<file path="src/rtl/vme_regbank.sv">
// VME-side register bank: NRW control registers, NRO status words, map version and interface code.
// Optional macro VME_REGBANK_ERR_EN: unmapped accesses answer with Error instead of Done.
module vme_regbank #(
  parameter int          NRW     = 4,
  parameter int          NRO     = 2,
  parameter int          AW      = 18,
  parameter logic [31:0] RST_VAL = 32'h0,
  parameter logic [31:0] MAPVER  = 32'h0001_0203,
  parameter logic [31:0] ICODE   = 32'h0000_0011
) (
  input  logic                               Clk,
  input  logic                               Rst,
  input  logic [AW+1:2]                      VMEAddr,
  input  logic [31:0]                        VMEWrData,
  input  logic                               VMERdMem,
  input  logic                               VMEWrMem,
  output logic [31:0]                        VMERdData,
  output logic                               VMERdDone,
  output logic                               VMEWrDone,
  output logic                               VMERdError,
  output logic                               VMEWrError,
  output logic [32*NRW-1:0]                  ctrl_o,
  output logic [NRW-1:0]                     ctrl_wstb_o,
  input  logic [32*((NRO > 0) ? NRO : 1)-1:0] stat_i
);

  localparam logic [AW-1:0] LP_MAPVER_ADR = AW'(NRW + NRO);
  localparam logic [AW-1:0] LP_ICODE_ADR  = AW'(NRW + NRO + 1);

  logic [31:0]   r_ctrl [NRW];
  logic [NRW-1:0] r_wstb;
  logic          r_wr_req_d0;
  logic [AW-1:0] r_wr_adr_d0;
  logic [31:0]   r_wr_dat_d0;
  logic [31:0]   r_rd_data;
  logic          r_rd_done;
  logic          r_rd_err;
  logic [31:0]   w_rd_data;
  logic          w_rd_ack;
  logic          w_rd_nak;
  logic          w_wr_ack;
  logic          w_wr_nak;

  // Read mux on the live address; anything unmapped falls through as zero.
  always_comb begin
    w_rd_data = '0;
    for (int k = 0; k < NRW; k++) begin
      if (VMEAddr == AW'(k)) w_rd_data = r_ctrl[k];
    end
    for (int j = 0; j < NRO; j++) begin
      if (VMEAddr == AW'(NRW + j)) w_rd_data = stat_i[32*j +: 32];
    end
    if (VMEAddr == LP_MAPVER_ADR) w_rd_data = MAPVER;
    if (VMEAddr == LP_ICODE_ADR)  w_rd_data = ICODE;
  end

`ifdef VME_REGBANK_ERR_EN
  logic w_rd_mapped;
  logic w_wr_mapped;
  // The map is contiguous from word 0 up to the interface code word.
  assign w_rd_mapped = (VMEAddr <= LP_ICODE_ADR);
  assign w_wr_mapped = (r_wr_adr_d0 <= LP_ICODE_ADR);
  assign w_rd_ack    = VMERdMem & w_rd_mapped;
  assign w_rd_nak    = VMERdMem & ~w_rd_mapped;
  assign w_wr_ack    = r_wr_req_d0 & w_wr_mapped;
  assign w_wr_nak    = r_wr_req_d0 & ~w_wr_mapped;
`else
  assign w_rd_ack    = VMERdMem;
  assign w_rd_nak    = 1'b0;
  assign w_wr_ack    = r_wr_req_d0;
  assign w_wr_nak    = 1'b0;
`endif

  always_ff @(posedge Clk) begin
    if (Rst) begin
      r_wr_req_d0 <= 1'b0;
      r_wr_adr_d0 <= '0;
      r_wr_dat_d0 <= '0;
      r_rd_data   <= '0;
      r_rd_done   <= 1'b0;
      r_rd_err    <= 1'b0;
      r_wstb      <= '0;
      for (int k = 0; k < NRW; k++) r_ctrl[k] <= RST_VAL;
    end else begin
      r_wr_req_d0 <= VMEWrMem;
      r_wr_adr_d0 <= VMEAddr;
      r_wr_dat_d0 <= VMEWrData;
      r_rd_done   <= w_rd_ack;
      r_rd_err    <= w_rd_nak;
      if (VMERdMem) r_rd_data <= w_rd_data;
      for (int k = 0; k < NRW; k++) begin
        r_wstb[k] <= r_wr_req_d0 && (r_wr_adr_d0 == AW'(k));
        if (r_wr_req_d0 && (r_wr_adr_d0 == AW'(k))) r_ctrl[k] <= r_wr_dat_d0;
      end
    end
  end

  for (genvar gi = 0; gi < NRW; gi++) begin : g_ctrl_out
    assign ctrl_o[32*gi +: 32] = r_ctrl[gi];
  end

  // Write ack is combinational from the pipeline stage; suppressed while Rst drops the request.
  assign VMEWrDone   = w_wr_ack & ~Rst;
  assign VMEWrError  = w_wr_nak & ~Rst;
  assign VMERdData   = r_rd_data;
  assign VMERdDone   = r_rd_done;
  assign VMERdError  = r_rd_err;
  assign ctrl_wstb_o = r_wstb;

endmodule
</file>
<file path="config.mk">
export PLATFORM = sky130hd
export DESIGN_NAME = vme_regbank
export DESIGN_NICKNAME = d
export VERILOG_FILES = /design/src/rtl/vme_regbank.sv
export SDC_FILE = /design/constraint.sdc
export NUM_CORES = 1
export LEC_CHECK = 0
export CORE_ASPECT_RATIO = 1.4
export CORE_MARGIN = 1.5
export CORE_UTILIZATION = 51
export CTS_BUF_LIST = sky130_fd_sc_hd__clkbuf_16
export DETAILED_ROUTE_END_ITERATION = 12
export PLACE_DENSITY = 0.86
export SLEW_MARGIN = 10
export SYNTH_ARGS = -nofsm -noshare
export SYNTH_HDL_FRONTEND = slang
export SYNTH_SLANG_ARGS = --single-unit
</file>
<file path="constraint.sdc">
create_clock -name Clk -period 6.9 [get_ports Clk]
set_input_delay 1.035 -clock Clk [delete_from_list [all_inputs] [get_ports Clk]]
set_output_delay 1.035 -clock Clk [all_outputs]
set_load 0.01 [all_outputs]
</file>
Yosys cells after proc, flatten, opt, wreduce, memory -nomap -nowiden
Memory sizes are Yosys's and may differ from the RTL's.
Cells that the tools add are included.
W data, S select, Z words.
- bitwise operators: 6
- reductions and logical operators: 6
- equal/unequal tests: 10
- multiplexer cells: 26
- operators by type and width (cell ; count):
    $mux W32 ; 12
    $eq A18 B2 Y1 const B ; 4
    $eq A18 B3 Y1 const B ; 4
    $eq A18 B1 Y1 const B ; 2
    $logic_not A18 Y1 ; 2
    $mux W1 ; 14
    $logic_and A1 B1 Y1 ; 4
    $or A1 B1 Y1 ; 4
    $and A1 B1 Y1 ; 1
    $not A1 Y1 ; 1
- memories kept: 1
- register bits: 88
- input port bits: 118
- word-level logic and storage cells: 55
- bits in writable memories: 128
- output and inout bits: 168
- memories (memory ; depth ; width ; rd ports ; clocked after Yosys merged registers in ; wr ports ; line ; RTL):
    r_ctrl ; 4 ; 32 ; 4 ; 0 ; 4 ; 30 ; logic [31:0] r_ctrl [NRW];

Depth between registers and ports, before layout
- depth in word-level cells: 9
- gate-level depth with buffers: 7
- mapped depth without buffers: 5

Worst setup path after synthesis
OpenSTA, ideal clock, no wires.
- path kind: flip-flop to flip-flop
- start: reg r_wr_adr_d0[14]
- end: mem r_ctrl[1][0], enable pin
- setup slack: 3.697 ns
- cell stages (with the launch flop): 4
- data required time: 6.472 ns
- path buffers: 0
- library setup time: 0.428 ns
- clock period less this slack: 3.203 ns
- arrival time: 2.775 ns
- cells stage by stage: dfxtp_1 or3_4 or4_4 o21bai_1
- RTL lines (what ; line ; RTL):
    start, declared ; 33 ; logic [AW-1:0] r_wr_adr_d0;
    start signal, assigned ; 86 ; r_wr_adr_d0 <= VMEAddr;
    end, declared ; 30 ;

Worst setup path in the final report
- start: in VMEAddr[17] in the netlist's numbering
- end: reg r_rd_data[8], in the netlist VMERdData[8]
- longest elaborated chain between the ends: 9
- elaborated cells between the ends (all ways): 16
- those cells by class: eq/ne (7); mux (8); reduce/logical (1)
- RTL lines (what ; line ; RTL):
    start, declared ; 13 ; input logic [AW+1:2] VMEAddr,
    $logic_not A18 Y1 ; 48 ; if (VMEAddr == AW'(k)) w_rd_data = r_ctrl[k];
    $mux W32 (4 in a row) ; 48 ;
    $mux W32 (2 in a row) ; 51 ; if (VMEAddr == AW'(NRW + j)) w_rd_data = stat_i[32*j +: 32];
    $mux W32 ; 53 ; if (VMEAddr == LP_MAPVER_ADR) w_rd_data = MAPVER;
    $mux W32 (*) ; 54 ; if (VMEAddr == LP_ICODE_ADR) w_rd_data = ICODE;
    end signal, assigned ; 90 ; if (VMERdMem) r_rd_data <= w_rd_data;
    end, declared ; 35 ; logic [31:0] r_rd_data;
Every way passes the cells marked *; elsewhere a longest branch is shown, timed or not.
A chain may end at the register's enable or synchronous reset.

==> metrics.txt <==
# TYPE chip_impl_metric gauge
chip_impl_info{name="r2r_startpoint",value="r_wr_adr_d0[13]$_SDFF_PP0_"} 1
chip_impl_metric{name="grt_usage",unit=""} 0.264
chip_impl_info{name="r2r_endpoint",value="r_ctrl[3][13]$_SDFFCE_PN0P_"} 1
chip_impl_info{name="synth_top_cells_by_area",value="sky130_fd_sc_hd__edfxtp_1 (40%), sky130_fd_sc_hd__dfxtp_1 (19%), sky130_fd_sc_hd__and2_1 (7.6%), sky130_fd_sc_hd__nor2b_1 (7.2%), sky130_fd_sc_hd__mux4_2 (6.6%)"} 1
chip_impl_metric{name="antenna_found_initial",unit=""} 3
chip_impl_metric{name="area_of_all_placed_cells_without_fillers",unit="mm2"} 0.0131
chip_impl_metric{name="synth_sequential_area_ratio",unit=""} 0.589
chip_impl_info{name="synth.largest_area_cell",value="sky130_fd_sc_hd__edfxtp_1"} 1
chip_impl_info{name="rsz0062_at_grt",value="false"} 1
chip_impl_metric{name="setup_viol",unit=""} 0
chip_impl_metric{name="relative_max_transition_margin",unit=""} 0.192
chip_impl_metric{name="cellLeakagePower",unit="nW"} 4.71
chip_impl_info{name="cp-end-kind",value="flop"} 1
chip_impl_metric{name="floorplan.die.height",unit="um"} 165
chip_impl_metric{name="share_of_final_layout_standard_cells_stronger_than_drive_strength_1",unit=""} 0.0980
chip_impl_metric{name="dr.pass1.iters",unit=""} 5
chip_impl_info{name="worstHoldEndpoint",value="VMERdData[0]$_SDFFE_PP0P_"} 1
chip_impl_info{name="outcome",value="completed"} 1
chip_impl_metric{name="fillerInstances",unit=""} 1225
chip_impl_metric{name="drv_slew",unit=""} 0
chip_impl_info{name="setup.worst_path.start_class",value="input port"} 1
chip_impl_metric{name="timing.hold.worst_path_depth",unit=""} 2
chip_impl_metric{name="final.period_utilization",unit=""} 0.543
chip_impl_info{name="cts_root_buf",value="sky130_fd_sc_hd__clkbuf_16"} 1
chip_impl_metric{name="final.hold.worst_slack",unit="ns"} 0.486
chip_impl_metric{name="clk_pin_slew_worst_paths",unit="ns"} 0.07
chip_impl_metric{name="grt_pass1_vias",unit=""} 6936
chip_impl_metric{name="cts.htree.levels",unit=""} 1
chip_impl_metric{name="synth_cell_type_count",unit=""} 42
chip_impl_metric{name="drt.antenna.violating_nets",unit=""} 0
chip_impl_metric{name="grt_first_pass_wirelength",unit="um"} 39100
chip_impl_metric{name="detailedPlacementHpwl",unit="um"} 18000
chip_impl_info{name="cells_traversed_along_the_worst_timing_path",value="clkdlybuf4s50_1 > nor4_2 > nand4_1 > nor2_4 > a311o_1 > a21oi_1"} 1
chip_impl_metric{name="area.growth.synth_to_final",unit="%"} 37.7
chip_impl_metric{name="final_hold_viol_count",unit=""} 0
chip_impl_metric{name="avgViaCountPerCell",unit=""} 5.42
chip_impl_metric{name="cts.hold.buffers_added",unit=""} 0
chip_impl_metric{name="tns",unit="ns"} 0
chip_impl_info{name="timing.setup.critical_path_class",value="in2reg"} 1
chip_impl_metric{name="routed_wl",unit="um"} 26500
chip_impl_metric{name="asyncSetResetFlopFracSynth",unit=""} 0
chip_impl_info{name="crit_path_top_delay_cell",value="sky130_fd_sc_hd__nor2_4"} 1
chip_impl_metric{name="routabilityCongestion",unit=""} 0.832
chip_impl_info{name="ys.flop_type",value="sky130_fd_sc_hd__edfxtp_1"} 1
chip_impl_metric{name="die_area",unit="mm2"} 0.0195
chip_impl_info{name="worst_hold_path_type",value="reg2reg"} 1
chip_impl_metric{name="placeableCoreArea",unit="mm2"} 0.0181
chip_impl_metric{name="achievable-frequency",unit="MHz"} 267
chip_impl_metric{name="tightestPinTransition",unit="ns"} 1.21
chip_impl_metric{name="initial_utilization",unit=""} 0.525
chip_impl_metric{name="placed_area",unit="mm2"} 0.0124
chip_impl_metric{name="timing.reg2reg.setup_slack",unit="ns"} 4.21
chip_impl_metric{name="post-route-min-period",unit="ns"} 3.75
chip_impl_metric{name="number_of_clock_buffers_inserted_by_tritoncts",unit=""} 21
chip_impl_metric{name="maxCapViolations",unit=""} 0
chip_impl_info{name="tritoncts",value="built"} 1
chip_impl_metric{name="initialDrtViolationCount",unit=""} 595
chip_impl_info{name="commonest_non_fill_non_tap_cell_in_the_layout",value="sky130_fd_sc_hd__clkdlybuf4s50_1"} 1
chip_impl_metric{name="critical_path_required",unit="ns"} 7.27
chip_impl_metric{name="timing.reg2reg.worst_path_depth",unit=""} 4
chip_impl_metric{name="ys_warn_count",unit=""} 0
chip_impl_info{name="final_cell_mix",value="sky130_fd_sc_hd__clkdlybuf4s50_1 (279), sky130_fd_sc_hd__edfxtp_1 (128), sky130_fd_sc_hd__and2_1 (116)"} 1
chip_impl_metric{name="ir_drop",unit="V"} 0.000230
chip_impl_metric{name="power_density",unit="mW/mm2"} 219
chip_impl_metric{name="placement.io_buffers",unit=""} 283
chip_impl_metric{name="finish.utilization",unit=""} 0.723
chip_impl_metric{name="number_of_vias_after_detailed_routing",unit=""} 7066
chip_impl_metric{name="grt_overflow",unit=""} 0
chip_impl_metric{name="synth_enable_flop_cells",unit=""} 128
chip_impl_metric{name="grt_start_max_net_pins",unit=""} 93
chip_impl_metric{name="final.setup_skew",unit="ns"} 0.00560
chip_impl_info{name="min_from",value="VMERdData[0]$_SDFFE_PP0P_"} 1
chip_impl_metric{name="synth-seq-cells",unit=""} 216
chip_impl_metric{name="netlist.area_leader.share",unit=""} 0.404
chip_impl_metric{name="post_synth_inst_count",unit=""} 783
chip_impl_metric{name="fp-row-count",unit=""} 58
chip_impl_metric{name="syn_area",unit="mm2"} 0.00952
chip_impl_metric{name="design.final.nets",unit=""} 1165
chip_impl_metric{name="critical_path_peak_fanout",unit=""} 54
chip_impl_metric{name="io-pin-count",unit=""} 286
chip_impl_metric{name="cts_setup_buffers",unit=""} 0
chip_impl_metric{name="cts_buffer_depth",unit=""} 3
chip_impl_metric{name="timing.critical_path.arrival",unit="ns"} 4.12
chip_impl_metric{name="worstSkewPairLatency",unit="ns"} 0.49
chip_impl_metric{name="post_cts_resize_count",unit=""} 0
chip_impl_metric{name="max_stage_delay",unit="ns"} 1.17
chip_impl_metric{name="avgSynthCellArea",unit="um2"} 12.2
chip_impl_metric{name="cts_sinks",unit=""} 216
chip_impl_metric{name="remaining_drc_errors",unit=""} 0
chip_impl_metric{name="die_w",unit="um"} 118
chip_impl_metric{name="routed_wire_length_per_instance",unit="um"} 20.3
[how the worst max path moves through the flow]
| stage | to | slack, ns | depth (start not counted) | start |
|---|---|---|---|---|
| global placement | VMERdData[5]$_SDFFE_PP0P_ | 2.79 | 6 | VMEAddr[4] |
| global route | VMERdData[12]$_SDFFE_PP0P_ | 2.88 | 6 | VMEAddr[17] |
| finish | VMERdData[8]$_SDFFE_PP0P_ | 3.15 | 6 | VMEAddr[17] |
| floorplan | r_ctrl[1][0]$_SDFFCE_PN0P_ | 3.70 | 3 | r_wr_adr_d0[14]$_SDFF_PP0_ |
| detailed placement | VMERdData[2]$_SDFFE_PP0P_ | 2.70 | 6 | VMEAddr[17] |
| CTS | VMERdData[8]$_SDFFE_PP0P_ | 3.17 | 6 | VMEAddr[17] |
[per-stage QoR]
step	worst slack (ns)	power [W]	instances
2_1_floorplan	3.70	0.00160	784
3_3_place_gp	2.79	0.00179	1264
3_5_place_dp	2.70	0.00180	1264
4_1_cts	3.17	0.00289	1301
5_1_grt	2.88	0.00296	1304
6_report	3.15	0.00288	1304
[layout make-up]
type                       instances  area (um2)  share of cell area
sequential                       216        5610               0.427
multi-input combinational        480        3520               0.268
timing repair buffer             294        2900               0.221
clock buffer                      21         526              0.0401
tap                              240         300              0.0229
clock inverter                    16         131              0.0100
inverter                          34         128             0.00973
antenna                            3        7.51            0.000573
[logic make-up (layout without fill, tap and decap cells)]
group / Yosys count / after routing / share of synthesized area
and+or+nand+nor: 359 / 359 / 0.225
DFF: 216 / 216 / 0.589
buffers and inverters: 88 / 365 / 0.0472
AOI/OAI and AO/OA: 87 / 87 / 0.0678
muxes: 32 / 32 / 0.0704
other: 1 / 5 / 0.000394
[state kept, by name (all words and copies together) (netlist names)]
| signal | count |
|---|---|
| r_wr_dat_d0 | 32 |
| VMERdData | 32 |
| r_wr_req_d0 | 1 |
| r_ctrl | 128 |
| VMERdDone | 1 |
| ctrl_wstb_o | 4 |
| r_wr_adr_d0 | 18 |
[worst max-delay path, delay by kind of cell]
family                 cells  cell delay (ns)
buffers and inverters      1             0.42
AOI/OAI and AO/OA          2             0.37
and+or+nand+nor            3             2.26
[per-layer routing]
layer,up-vias,share of wire,track usage
li1,3265,-,-
met2,376,0.51,0.464
met3,77,0.078,0.0449
met5,-,0,0
met4,0,0.048,0.134
met1,3348,0.37,0.315
[power by group]
| part | switching [W] | internal [W] |
|---|---|---|
| clock network | 0.000480 | 0.000629 |
| registers | 0.0000337 | 0.00142 |
| logic | 0.000133 | 0.000183 |
[synthesized netlist by cell type, types with 3 or more instances]
cell type,number
sky130_fd_sc_hd__a21o_1,3
sky130_fd_sc_hd__a21oi_1,37
sky130_fd_sc_hd__a311o_1,27
sky130_fd_sc_hd__and2_1,116
sky130_fd_sc_hd__and2_2,12
sky130_fd_sc_hd__buf_2,8
sky130_fd_sc_hd__buf_4,5
sky130_fd_sc_hd__buf_6,12
sky130_fd_sc_hd__clkbuf_1,28
sky130_fd_sc_hd__dfxtp_1,88
sky130_fd_sc_hd__edfxtp_1,128
sky130_fd_sc_hd__inv_1,34
sky130_fd_sc_hd__mux2i_1,4
sky130_fd_sc_hd__mux4_2,28
sky130_fd_sc_hd__nand2_1,31
sky130_fd_sc_hd__nand2b_1,4
sky130_fd_sc_hd__nor2_1,37
sky130_fd_sc_hd__nor2b_1,109
sky130_fd_sc_hd__nor3_1,28
sky130_fd_sc_hd__nor3_4,5
sky130_fd_sc_hd__nor4_1,3
sky130_fd_sc_hd__nor4_2,3
sky130_fd_sc_hd__o21ai_0,3
sky130_fd_sc_hd__o21bai_1,4
sky130_fd_sc_hd__o221a_2,3
sky130_fd_sc_hd__o32ai_1,3
Note: power is estimated with default switching activity, not from simulation.
